$ cat src/rtl/vppm_demod.sv
// rtl/vppm_demod.sv - VPPM demodulator: sample strobe, hysteresis slicer, symbol integrator, byte framer
module vppm_demod #(
    parameter int          SPS    = 16,
    parameter logic [11:0] THR_HI = 12'd2400,
    parameter logic [11:0] THR_LO = 12'd1600
) (
    input  logic        iCLK,
    input  logic        iRST,
    input  logic        iDR,
    input  logic [11:0] iDATA,
    input  logic        iACK,
    output logic [7:0]  oBYTE,
    output logic        oVALID,
    output logic        oOVF,
    output logic        oFERR,
    output logic        oSLICE,
    output logic        oBUSY
);

    localparam int HALF = SPS / 2;
    localparam int SW   = $clog2(SPS);
    localparam int HW   = $clog2(HALF + 1);

    typedef enum logic [1:0] {
        S_IDLE,
        S_START,
        S_DATA,
        S_DONE
    } state_t;

    state_t        state_q, state_d;
    logic          dr_q, dr_d;
    logic          slice_q, slice_d;
    logic [SW-1:0] scnt_q, scnt_d;
    logic [3:0]    bcnt_q, bcnt_d;
    logic [HW-1:0] ha_q, ha_d;
    logic [HW-1:0] hb_q, hb_d;
    logic [7:0]    sreg_q, sreg_d;
    logic [7:0]    byte_q, byte_d;
    logic          valid_q, valid_d;
    logic          ovf_q, ovf_d;
    logic          ferr_q, ferr_d;

    logic          stb;
    logic          slice_new;
    logic          rise;
    logic [HW-1:0] ha_n, hb_n;
    logic          sym_err;
    logic          sym_bit;
    logic          last_smp;

    assign stb = iDR & ~dr_q;

    always_comb begin
        slice_new = slice_q;
        if (stb) begin
            if (iDATA >= THR_HI) begin
                slice_new = 1'b1;
            end else if (iDATA <= THR_LO) begin
                slice_new = 1'b0;
            end
        end
    end

    assign rise = stb & slice_new & ~slice_q;

    // Half-symbol integrators saturate at HALF so a noisy slicer cannot wrap them.
    always_comb begin
        ha_n = ha_q;
        hb_n = hb_q;
        if (slice_new) begin
            if (scnt_q < SW'(HALF)) begin
                if (ha_q != HW'(HALF)) begin
                    ha_n = ha_q + HW'(1);
                end
            end else begin
                if (hb_q != HW'(HALF)) begin
                    hb_n = hb_q + HW'(1);
                end
            end
        end
    end

    assign sym_err  = (ha_n == hb_n);
    assign sym_bit  = (hb_n > ha_n);
    assign last_smp = (scnt_q == SW'(SPS - 1));

    always_comb begin
        state_d = state_q;
        dr_d    = iDR;
        slice_d = slice_new;
        scnt_d  = scnt_q;
        bcnt_d  = bcnt_q;
        ha_d    = ha_q;
        hb_d    = hb_q;
        sreg_d  = sreg_q;
        byte_d  = byte_q;
        valid_d = valid_q;
        ovf_d   = ovf_q;
        ferr_d  = 1'b0;

        if (valid_q && iACK) begin
            valid_d = 1'b0;
        end

        case (state_q)
            S_IDLE: begin
                scnt_d = '0;
                bcnt_d = '0;
                ha_d   = '0;
                hb_d   = '0;
                if (rise) begin
                    state_d = S_START;
                    scnt_d  = SW'(1);
                    ha_d    = HW'(1);
                end
            end

            S_START, S_DATA: begin
                if (stb) begin
                    if (last_smp) begin
                        scnt_d = '0;
                        ha_d   = '0;
                        hb_d   = '0;
                        if (state_q == S_START) begin
                            if (!sym_err && !sym_bit) begin
                                state_d = S_DATA;
                                bcnt_d  = '0;
                            end else begin
                                ferr_d  = 1'b1;
                                state_d = S_IDLE;
                            end
                        end else if (sym_err) begin
                            ferr_d  = 1'b1;
                            state_d = S_IDLE;
                            sreg_d  = '0;
                            bcnt_d  = '0;
                        end else begin
                            sreg_d[bcnt_q[2:0]] = sym_bit;
                            bcnt_d              = bcnt_q + 4'd1;
                            if (bcnt_q == 4'd7) begin
                                state_d = S_DONE;
                            end
                        end
                    end else begin
                        scnt_d = scnt_q + SW'(1);
                        ha_d   = ha_n;
                        hb_d   = hb_n;
                    end
                end
            end

            S_DONE: begin
                state_d = S_IDLE;
                sreg_d  = '0;
                bcnt_d  = '0;
                // A simultaneous acknowledge frees the holding register, so no byte is lost.
                if (!valid_q || iACK) begin
                    byte_d  = sreg_q;
                    valid_d = 1'b1;
                end else begin
                    ovf_d = 1'b1;
                end
            end

            default: begin
                state_d = S_IDLE;
            end
        endcase
    end

    always_ff @(posedge iCLK or negedge iRST) begin
        if (!iRST) begin
            state_q <= S_IDLE;
            dr_q    <= 1'b0;
            slice_q <= 1'b0;
            scnt_q  <= '0;
            bcnt_q  <= '0;
            ha_q    <= '0;
            hb_q    <= '0;
            sreg_q  <= '0;
            byte_q  <= '0;
            valid_q <= 1'b0;
            ovf_q   <= 1'b0;
            ferr_q  <= 1'b0;
        end else begin
            state_q <= state_d;
            dr_q    <= dr_d;
            slice_q <= slice_d;
            scnt_q  <= scnt_d;
            bcnt_q  <= bcnt_d;
            ha_q    <= ha_d;
            hb_q    <= hb_d;
            sreg_q  <= sreg_d;
            byte_q  <= byte_d;
            valid_q <= valid_d;
            ovf_q   <= ovf_d;
            ferr_q  <= ferr_d;
        end
    end

    assign oBYTE  = byte_q;
    assign oVALID = valid_q;
    assign oOVF   = ovf_q;
    assign oFERR  = ferr_q;
    assign oSLICE = slice_q;
    assign oBUSY  = (state_q != S_IDLE);

endmodule

$ cat config.mk
export PLATFORM = sky130hd
export DESIGN_NAME = vppm_demod
export DESIGN_NICKNAME = d
export VERILOG_FILES = /design/src/rtl/vppm_demod.sv
export SDC_FILE = /design/constraint.sdc
export NUM_CORES = 1
export LEC_CHECK = 0
export CAP_MARGIN = 40
export CORE_MARGIN = 8
export CORE_UTILIZATION = 30
export CTS_CLUSTER_SIZE = 30
export DETAILED_ROUTE_END_ITERATION = 8
export HOLD_SLACK_MARGIN = 0.05
export PLACE_DENSITY_LB_ADDON = 0.08
export SLEW_MARGIN = 10
export SYNTH_ARGS = -nofsm -noshare
export SYNTH_HDL_FRONTEND = slang
export SYNTH_SLANG_ARGS = --single-unit
export TNS_END_PERCENT = 30
$ cat constraint.sdc
create_clock -name iCLK -period 4.8 [get_ports iCLK]
set_clock_uncertainty 0.15 [all_clocks]
set_input_delay 0.72 -clock iCLK [delete_from_list [all_inputs] [get_ports iCLK]]
set_output_delay 0.72 -clock iCLK [all_outputs]
set_load 0.01 [all_outputs]
==> flow_summary.rst, run 1 <==
.. list-table::
   :header-rows: 1

   * - Metric
     - Value
   * - Run status
     - completed
   * - Element type at the critical path end
     - register
   * - Library cell contributing the largest single delay on the critical path
     - clkdlybuf4s50_1
   * - Leakage Power
     - roughly 1.2 nW
   * - Final Worst Setup Slack
     - ~830 ps
   * - Maximum fanout along the worst path
     - 10
   * - Origin of the critical flop-to-flop path
     - dr_q$_DFF_PN0_
   * - Via count of the first global-routing pass
     - 1982
   * - Minimum period implied by the final worst setup slack
     - approximately 4000 ps
   * - Register area
     - approximately 980 um^2
   * - RSZ-0062 raised after global routing
     - false
   * - Share of synthesized registers carrying an async set or reset
     - 100%
   * - Wire length of the first global-routing pass
     - 10.1 mm
   * - Area of combinational cells with multiple inputs
     - about 1300 um^2
   * - Final Max Tran Viols
     - 0
   * - Startpoint class of the critical path
     - input pin
   * - Number of violations reported at the end of detailed-routing iteration 0
     - just over 60
   * - Number of iterations in the first detailed-routing pass
     - 4
   * - Top FF cell, synth
     - dfrtp_1
   * - Antenna violations before repair
     - 0
   * - Avg WL per Cell
     - ~15 um
   * - Sum of negative setup slack
     - 0 ps
   * - Die Span X
     - roughly 110 um
   * - Slack of the worst reg-to-reg path
     - roughly 1300 ps
   * - HPWL Detailed
     - about 4.3 mm
   * - Path class of the lowest-slack min-delay path
     - in2async
   * - Per-cell via count in the routed design
     - 5.01
   * - Path depth of the worst reg2reg path
     - 12
   * - Most instantiated cells after synthesis
     - 39 x dfrtp_1, 26 x nand2_1, 23 x nor2_1, 14 x inv_1
   * - Pin slew with the least headroom to its limit
     - 779 ps
   * - Final hold viol count
     - 0
   * - Highest ir drop seen on vdd
     - roughly 0.20 mV
   * - Std-Cell Rows
     - 32
   * - Number of synthesized flops with an enable pin
     - 0
   * - Final worst-path cycle share
     - 82.7%
   * - Clock buffers created by TritonCTS
     - 5
   * - Die outline height
     - 105 um
   * - Top achievable clock speed
     - about 250 MHz
   * - Maximum number of pins on one net before global-route repair
     - 29
   * - Fraction of layout instances using a drive strength above 1
     - 11.3%
   * - Grt total ovfl
     - 0
   * - Floorplan die area
     - 11000 um^2
   * - Cell at the root of the clock tree
     - clkbuf_8
   * - Gp weighted congestion
     - around 0.76
   * - Synth Cell Area
     - 2380 um^2
   * - Number of distinct library cell variants in the gate-level netlist after synthesis
     - 53
   * - Area of the core
     - 7730 um^2
   * - IO Port Bufs
     - 28
   * - Total power
     - roughly 1.3 mW
   * - Number of buffers inserted by post-CTS setup repair
     - 0
   * - TritonCTS clock tree
     - built
   * - Number of warnings printed during yosys synthesis
     - 0
   * - Final-layout fill cell count
     - just under 800
   * - Worst-case clock buffer depth
     - 2
   * - Ordered list of cells on the worst path
     - clkdlybuf4s50_1, nand2b_1, o31ai_4, a211oi_2, buf_4, nand2_1, mux2_2, ha_1, and4_1, nor3_1, buf_4, a221o_1, mux2_2
   * - CTS sink count
     - 39
   * - Reg2Reg Capture Point
     - state_q[1]$_DFFE_PN0P_
   * - Critical path start-end classification
     - in2reg
   * - Area growth from synthesis to layout
     - 21.6%
   * - # DRC
     - 0
   * - Total nets after synthesis
     - ~280
   * - Detail Route Antenna Nets
     - 0
   * - Sequential-to-total area share from yosys stat
     - between 40% and 50%
   * - WL final
     - 5.82 mm
   * - Initial standard-cell utilization of the core
     - 30.8%
   * - Rel. slew slack
     - between 40 and 50%
   * - Number of maximum-capacitance violations
     - 0
   * - Post-Synthesis Cells
     - 250
   * - Post-CTS sizing
     - 0
   * - Top-count cell post-synth
     - dfrtp_1
   * - FF+latch count, synth
     - 39
   * - Synthesized area divided by synthesized cell count
     - approximately 9.5 um^2
   * - I/O pin count
     - 29
   * - Total via count after detailed routing
     - just under 2000
   * - CP required
     - between 4000 and 5000 ps
   * - Worst skew pair latency
     - slightly below 300 ps
   * - Clock edge transition at the registers on the reported setup and hold paths
     - 80 ps
   * - Post-synthesis cell type with the largest combined area
     - dfrtp_1
   * - Final setup viols
     - 0
   * - Arrival time at the worst endpoint
     - about 4000 ps
   * - Post-CTS Hold Buffers
     - 0
   * - Slowest stage delay, CP
     - between 500 and 600 ps
   * - Worst setup slack after placement
     - 567 ps
   * - Count of H-tree levels built during CTS
     - 2
   * - Pwr dens
     - approximately 440 nW/um^2
   * - Share of the synthesized area in the top cell type
     - between 40% and 50%
   * - Overall track demand over capacity in global routing
     - between 10 and 15%
   * - Cells taking the most area after synthesis
     - dfrtp_1 41%, ha_1 6.8%, mux2i_1 5.0%
   * - Count of inserted antenna diode cells
     - 0
   * - Fin nets
     - 310
sequential cells by signal (all words and copies together) (netlist names):
signal	cells
bcnt_q	4
dr_q	1
ha_q	4
hb_q	4
oBYTE	8
oFERR	1
oOVF	1
oSLICE	1
oVALID	1
scnt_q	4
sreg_q	8
state_q	2
worst max-delay path by stage:
stage | endpoint | depth (start not counted) | from
CTS | state_q[1]$_DFFE_PN0P_ | 13 | iDR
detailed placement | state_q[1]$_DFFE_PN0P_ | 13 | iDR
finish | state_q[1]$_DFFE_PN0P_ | 13 | iDR
global placement | state_q[1]$_DFFE_PN0P_ | 13 | iDR
floorplan | state_q[1]$_DFFE_PN0P_ | 10 | iDATA[6]
global route | state_q[1]$_DFFE_PN0P_ | 12 | iDR
area by class of cell:
type / instances / area share, %
Timing Repair Buffer: 32 / 11.0
Clock inverter: 2 / 1.21
Clock buffer: 6 / 2.85
Tap cell: 102 / 4.40
Inverter: 14 / 1.81
Sequential cell: 39 / 33.7
Multi-Input combinational cell: 189 / 45.1
layer usage:
layer / vias up / part of all wire, % / global-route usage (%) / wire (um)
met5: - / 0 / 0 / 0
met4: 0 / 0.91 / 2.75 / 53
met3: 5 / 4.1 / 2.64 / 241
met2: 33 / 44 / 17.8 / 2590
met1: 914 / 50 / 14.4 / 2940
li1: 971 / - / - / -
cells by family after synthesis:
kind of cell	synth area share, %
AO/OA/AOI/OAI	16.7
buffers and inverters	4.20
multiplexers	9.77
XOR/XNOR	1.47
adder cells (fa/ha/maj)	6.83
flip-flops	41.0
AND/OR/NAND/NOR	20.1
cells in the final DEF, fill, tap and decap left out, types with 4 or more instances in the layout:
master           Yosys  final
dfrtp_1             39     39
clkdlybuf4s50_1      0     27
nand2_1             26     26
nor2_1              23     23
inv_1               14     14
o21ai_0             13     13
a21oi_1             13     13
ha_1                13     13
nand3_1             12     12
mux2i_1             12     12
mux2_2              10     10
nor3_1               8      8
clkbuf_8             0      6
xnor2_1              4      4
nand4_1              4      4
nor4_1               4      4
per-stage QoR:
step | hold WS [ps] | instances | area, um^2 | util [%]
after floorplan | 274 | 250 | 2380 | -
after global placement | 319 | 375 | 2760 | 35.7
after detailed placement | 320 | 376 | 2780 | 36.0
after CTS | 168 | 384 | 2900 | 37.5
after global routing | 171 | 384 | 2900 | 37.5
final | 160 | 384 | 2900 | 37.5
power breakdown:
part           internal (mW)  total [mW]  switching, mW  leakage (nW)
clock                  0.168       0.290          0.122        0.0612
combinational          0.232       0.561          0.329         0.635
sequential             0.376       0.419         0.0432         0.525
worst max-delay path: cells and delay by family:
family	cells	cell delay (ps)
AO/OA/AOI/OAI	3	860
adder cells (fa/ha/maj)	1	300
multiplexers	2	610
buffers and inverters	3	900
AND/OR/NAND/NOR	4	600
Power figures use the tool's default switching activity.
==> run 2, diff against run 1 <==
==> constraint.sdc (replaced) <==
create_clock -name iCLK -period 3.8 [get_ports iCLK]
set_clock_uncertainty 0.15 [all_clocks]
set_input_delay 0.57 -clock iCLK [delete_from_list [all_inputs] [get_ports iCLK]]
set_output_delay 0.57 -clock iCLK [all_outputs]
set_load 0.01 [all_outputs]
==> flow_summary.rst, run 2 (synthesis results as in run 1) <==
.. list-table::
   :header-rows: 1

   * - Metric
     - Value
   * - Top cell family by delay on the critical path
     - compound AO/OA/AOI/OAI gates
   * - Most Frequent Cell on Critical Path
     - mux2_2
   * - Detail Route Antenna Nets
     - 0 (unchanged)
   * - Fin nets
     - 322 (+3.9%)
   * - Grt total ovfl
     - 0 (unchanged)
   * - Total via count after detailed routing
     - 2012 (+4.6%)
   * - Highest ir drop seen on vdd
     - 0.207 mV (+5.0%)
   * - I/O pin count
     - 29 (unchanged)
   * - Ordered list of cells on the worst path
     - clkdlybuf4s50_1, o311a_1, o31ai_4, a211oi_2, nand2_1, mux2_2, ha_1, and4_1, nor3_1, buf_4, a221o_1, mux2_2
   * - Library cell contributing the largest single delay on the critical path
     - clkdlybuf4s50_1
   * - Die outline height
     - 105 um (unchanged)
   * - Fraction of layout instances using a drive strength above 1
     - 15.0% (+3.6 points)
   * - Critical path start-end classification
     - in2reg
   * - Global routing's busiest layer
     - met2
   * - Commonest cells after routing, fill and taps aside
     - 39 x dfrtp_1, 27 x clkdlybuf4s50_1, 26 x nand2_1
   * - Final hold viol count
     - 0 (unchanged)
   * - Area of the core
     - 7730 um^2 (unchanged)
   * - CTS sink count
     - 39 (unchanged)
   * - Avg WL per Cell
     - 15.0 um (-1.3%)
   * - Path class of the lowest-slack min-delay path
     - reg2reg
   * - Hold_ws
     - 336 ps (+175 ps)
   * - Clock buffers created by TritonCTS
     - 5 (unchanged)
   * - Gp weighted congestion
     - 0.764 (+0.18%)
   * - Std-Cell Rows
     - 32 (unchanged)
   * - Worst-case clock buffer depth
     - 2 (unchanged)
   * - IO Port Bufs
     - 28 (unchanged)
   * - RSZ-0062 raised after global routing
     - false
   * - Final worst-path cycle share
     - 95.0%
   * - Floorplan die area
     - 11000 um^2 (unchanged)
   * - Count of H-tree levels built during CTS
     - 2 (unchanged)
   * - HPWL Detailed
     - 4.41 mm (+2.9%)
   * - Number of maximum-capacitance violations
     - 0 (unchanged)
   * - Top achievable clock speed
     - ~280 MHz
   * - Pin slew with the least headroom to its limit
     - 733 ps (-46.1 ps)
   * - Per-cell via count in the routed design
     - 5.08 (+1.5%)
   * - Met2 demand-to-capacity share in global routing
     - 18.5% (+0.72 points)
   * - Antenna violations before repair
     - 0 (unchanged)
   * - Met1 GRT Util
     - 13.8% (-0.55 points)
   * - Met3 global-route usage
     - 3.19% (+0.55 points)
   * - Most common cell after layout, fill and taps aside
     - dfrtp_1
   * - Element type at the critical path end
     - register
   * - Cell area after layout
     - 3010 um^2 (+4.0%)
   * - Minimum period implied by the final worst setup slack
     - roughly 3600 ps
   * - Wire length of the first global-routing pass
     - 10.2 mm (+0.20%)
   * - Maximum number of pins on one net before global-route repair
     - 32 (+10%)
   * - Worst setup slack after placement
     - -144 ps (-710 ps)
   * - Worst skew pair latency
     - 290 ps (about the same)
   * - Count of inserted antenna diode cells
     - 0 (unchanged)
   * - CP required
     - 3830 ps (-1000 ps)
   * - # DRC
     - 0 (unchanged)
   * - Cell at the root of the clock tree
     - clkbuf_8
   * - Final Worst Setup Slack
     - 189 ps (-642 ps)
   * - Number of iterations in the first detailed-routing pass
     - 4 (unchanged)
   * - Final-layout fill cell count
     - 795 (+2.1%)
   * - WL final
     - 5.92 mm (+1.8%)
   * - Run status
     - completed
   * - Placed cell area
     - 2860 um^2 (+3.0%)
   * - Total power
     - 1.69 mW (+33%)
   * - Area growth from synthesis to layout
     - 26.5%
   * - Sum of negative setup slack
     - 0 ps (unchanged)
   * - Number of buffer and inverter instances along the worst setup path
     - 2 (-1)
   * - Startpoint class of the critical path
     - input pin
   * - Register area
     - 976 um^2 (unchanged)
   * - TritonCTS clock tree
     - built
   * - Overall track demand over capacity in global routing
     - 11.1% (+0.087 points)
   * - Via count of the first global-routing pass
     - 2032 (+2.5%)
   * - Rel. slew slack
     - 50.9% (+3.4 points)
   * - Clock edge transition at the registers on the reported setup and hold paths
     - 80 ps (about the same)
   * - Final Max Tran Viols
     - 0 (unchanged)
   * - Slowest stage delay, CP
     - 460 ps (-90 ps)
   * - Initial standard-cell utilization of the core
     - 30.8% (unchanged)
   * - Number of violations reported at the end of detailed-routing iteration 0
     - 95 (+53%)
   * - Arrival time at the worst endpoint
     - 3640 ps (-360 ps)
   * - Area of combinational cells with multiple inputs
     - 1310 um^2 (+0.38%)
   * - Pwr dens
     - 561 nW/um^2 (+28%)
   * - Final setup viols
     - 0 (unchanged)
   * - Leakage Power
     - 1.28 nW (+5.2%)
   * - Maximum fanout along the worst path
     - 5 (-5)
   * - Die Span X
     - 105 um (unchanged)
   * - Number of buffers inserted by post-CTS setup repair
     - 0 (unchanged)
-- run 2: cell types whose count changed in the layout (fill, tap and decap cells not counted), sizes merged --
cell / before / now
dlygate4sd3: 0 / 1
clkinv: 1 / 0
clkinvlp: 0 / 1
bufinv: 1 / 2
clkbuf: 6 / 5
buf: 5 / 16
-- run 2: final cells by class --
type | instances | share of cell area (%)
flip-flops and latches | 39 | 32.4
multi-input cells | 189 | 43.5
clock buffers | 5 | 2.28
well taps | 102 | 4.23
repair buffers | 44 | 13.6
clock inverters | 3 | 2.24
inverters | 14 | 1.74
-- run 2: report_power, final --
| part | internal (mW) | switching [mW] |
|---|---|---|
| clock network | 0.262 | 0.158 |
| logic | 0.323 | 0.421 |
| registers | 0.475 | 0.0521 |
-- run 2: repair_timing --
action / 4_1_cts / 5_1_grt
endpoints found under the hold margin: 8 / 0
setup endpoints to repair: 0 / 5
resized for setup: 0 / 1
hold buffers: 1 / 0
-- run 2: through the flow --
stage          cells  util (%)
2_1_floorplan    250         -
3_3_place_gp     386      36.8
3_5_place_dp     387      37.0
4_1_cts          396      38.9
5_1_grt          396      39.0
6_report         396      39.0
-- run 2: routing by layer --
metal / vias up / wire length [um]
li1: 999 / -
met4: 0 / 71
met3: 7 / 275
met5: - / 0
met1: 959 / 2820
met2: 47 / 2750
-- run 2: path summary, 6_finish.rpt --
kind | from | end | slack (ps) | depth (start not counted)
worst max-delay path | iDATA[8] | state_q[1]$_DFFE_PN0P_ | 190 | 12
worst min-delay path | oOVF$_DFFE_PN0P_ | oOVF$_DFFE_PN0P_ | 340 | 1
worst max register to register | dr_q$_DFF_PN0_ | state_q[1]$_DFFE_PN0P_ | 650 | 11
worst min register to register | oOVF$_DFFE_PN0P_ | oOVF$_DFFE_PN0P_ | 340 | 1
max in group asynchronous | iRST | state_q[1]$_DFFE_PN0P_ | 2520 | 3
min in group asynchronous | iRST | hb_q[0]$_DFFE_PN0P_ | 520 | 2
-- run 2: worst register-to-register path: stages (launching register included) --
cell and delay [ps]:
dfrtp_1 410, nand2b_1 200, o31ai_4 360, a211oi_2 140
nand2_1 90, mux2_2 340, ha_1 310, and4_1 240
nor3_1 60, buf_4 150, a221o_1 310, mux2_2 270
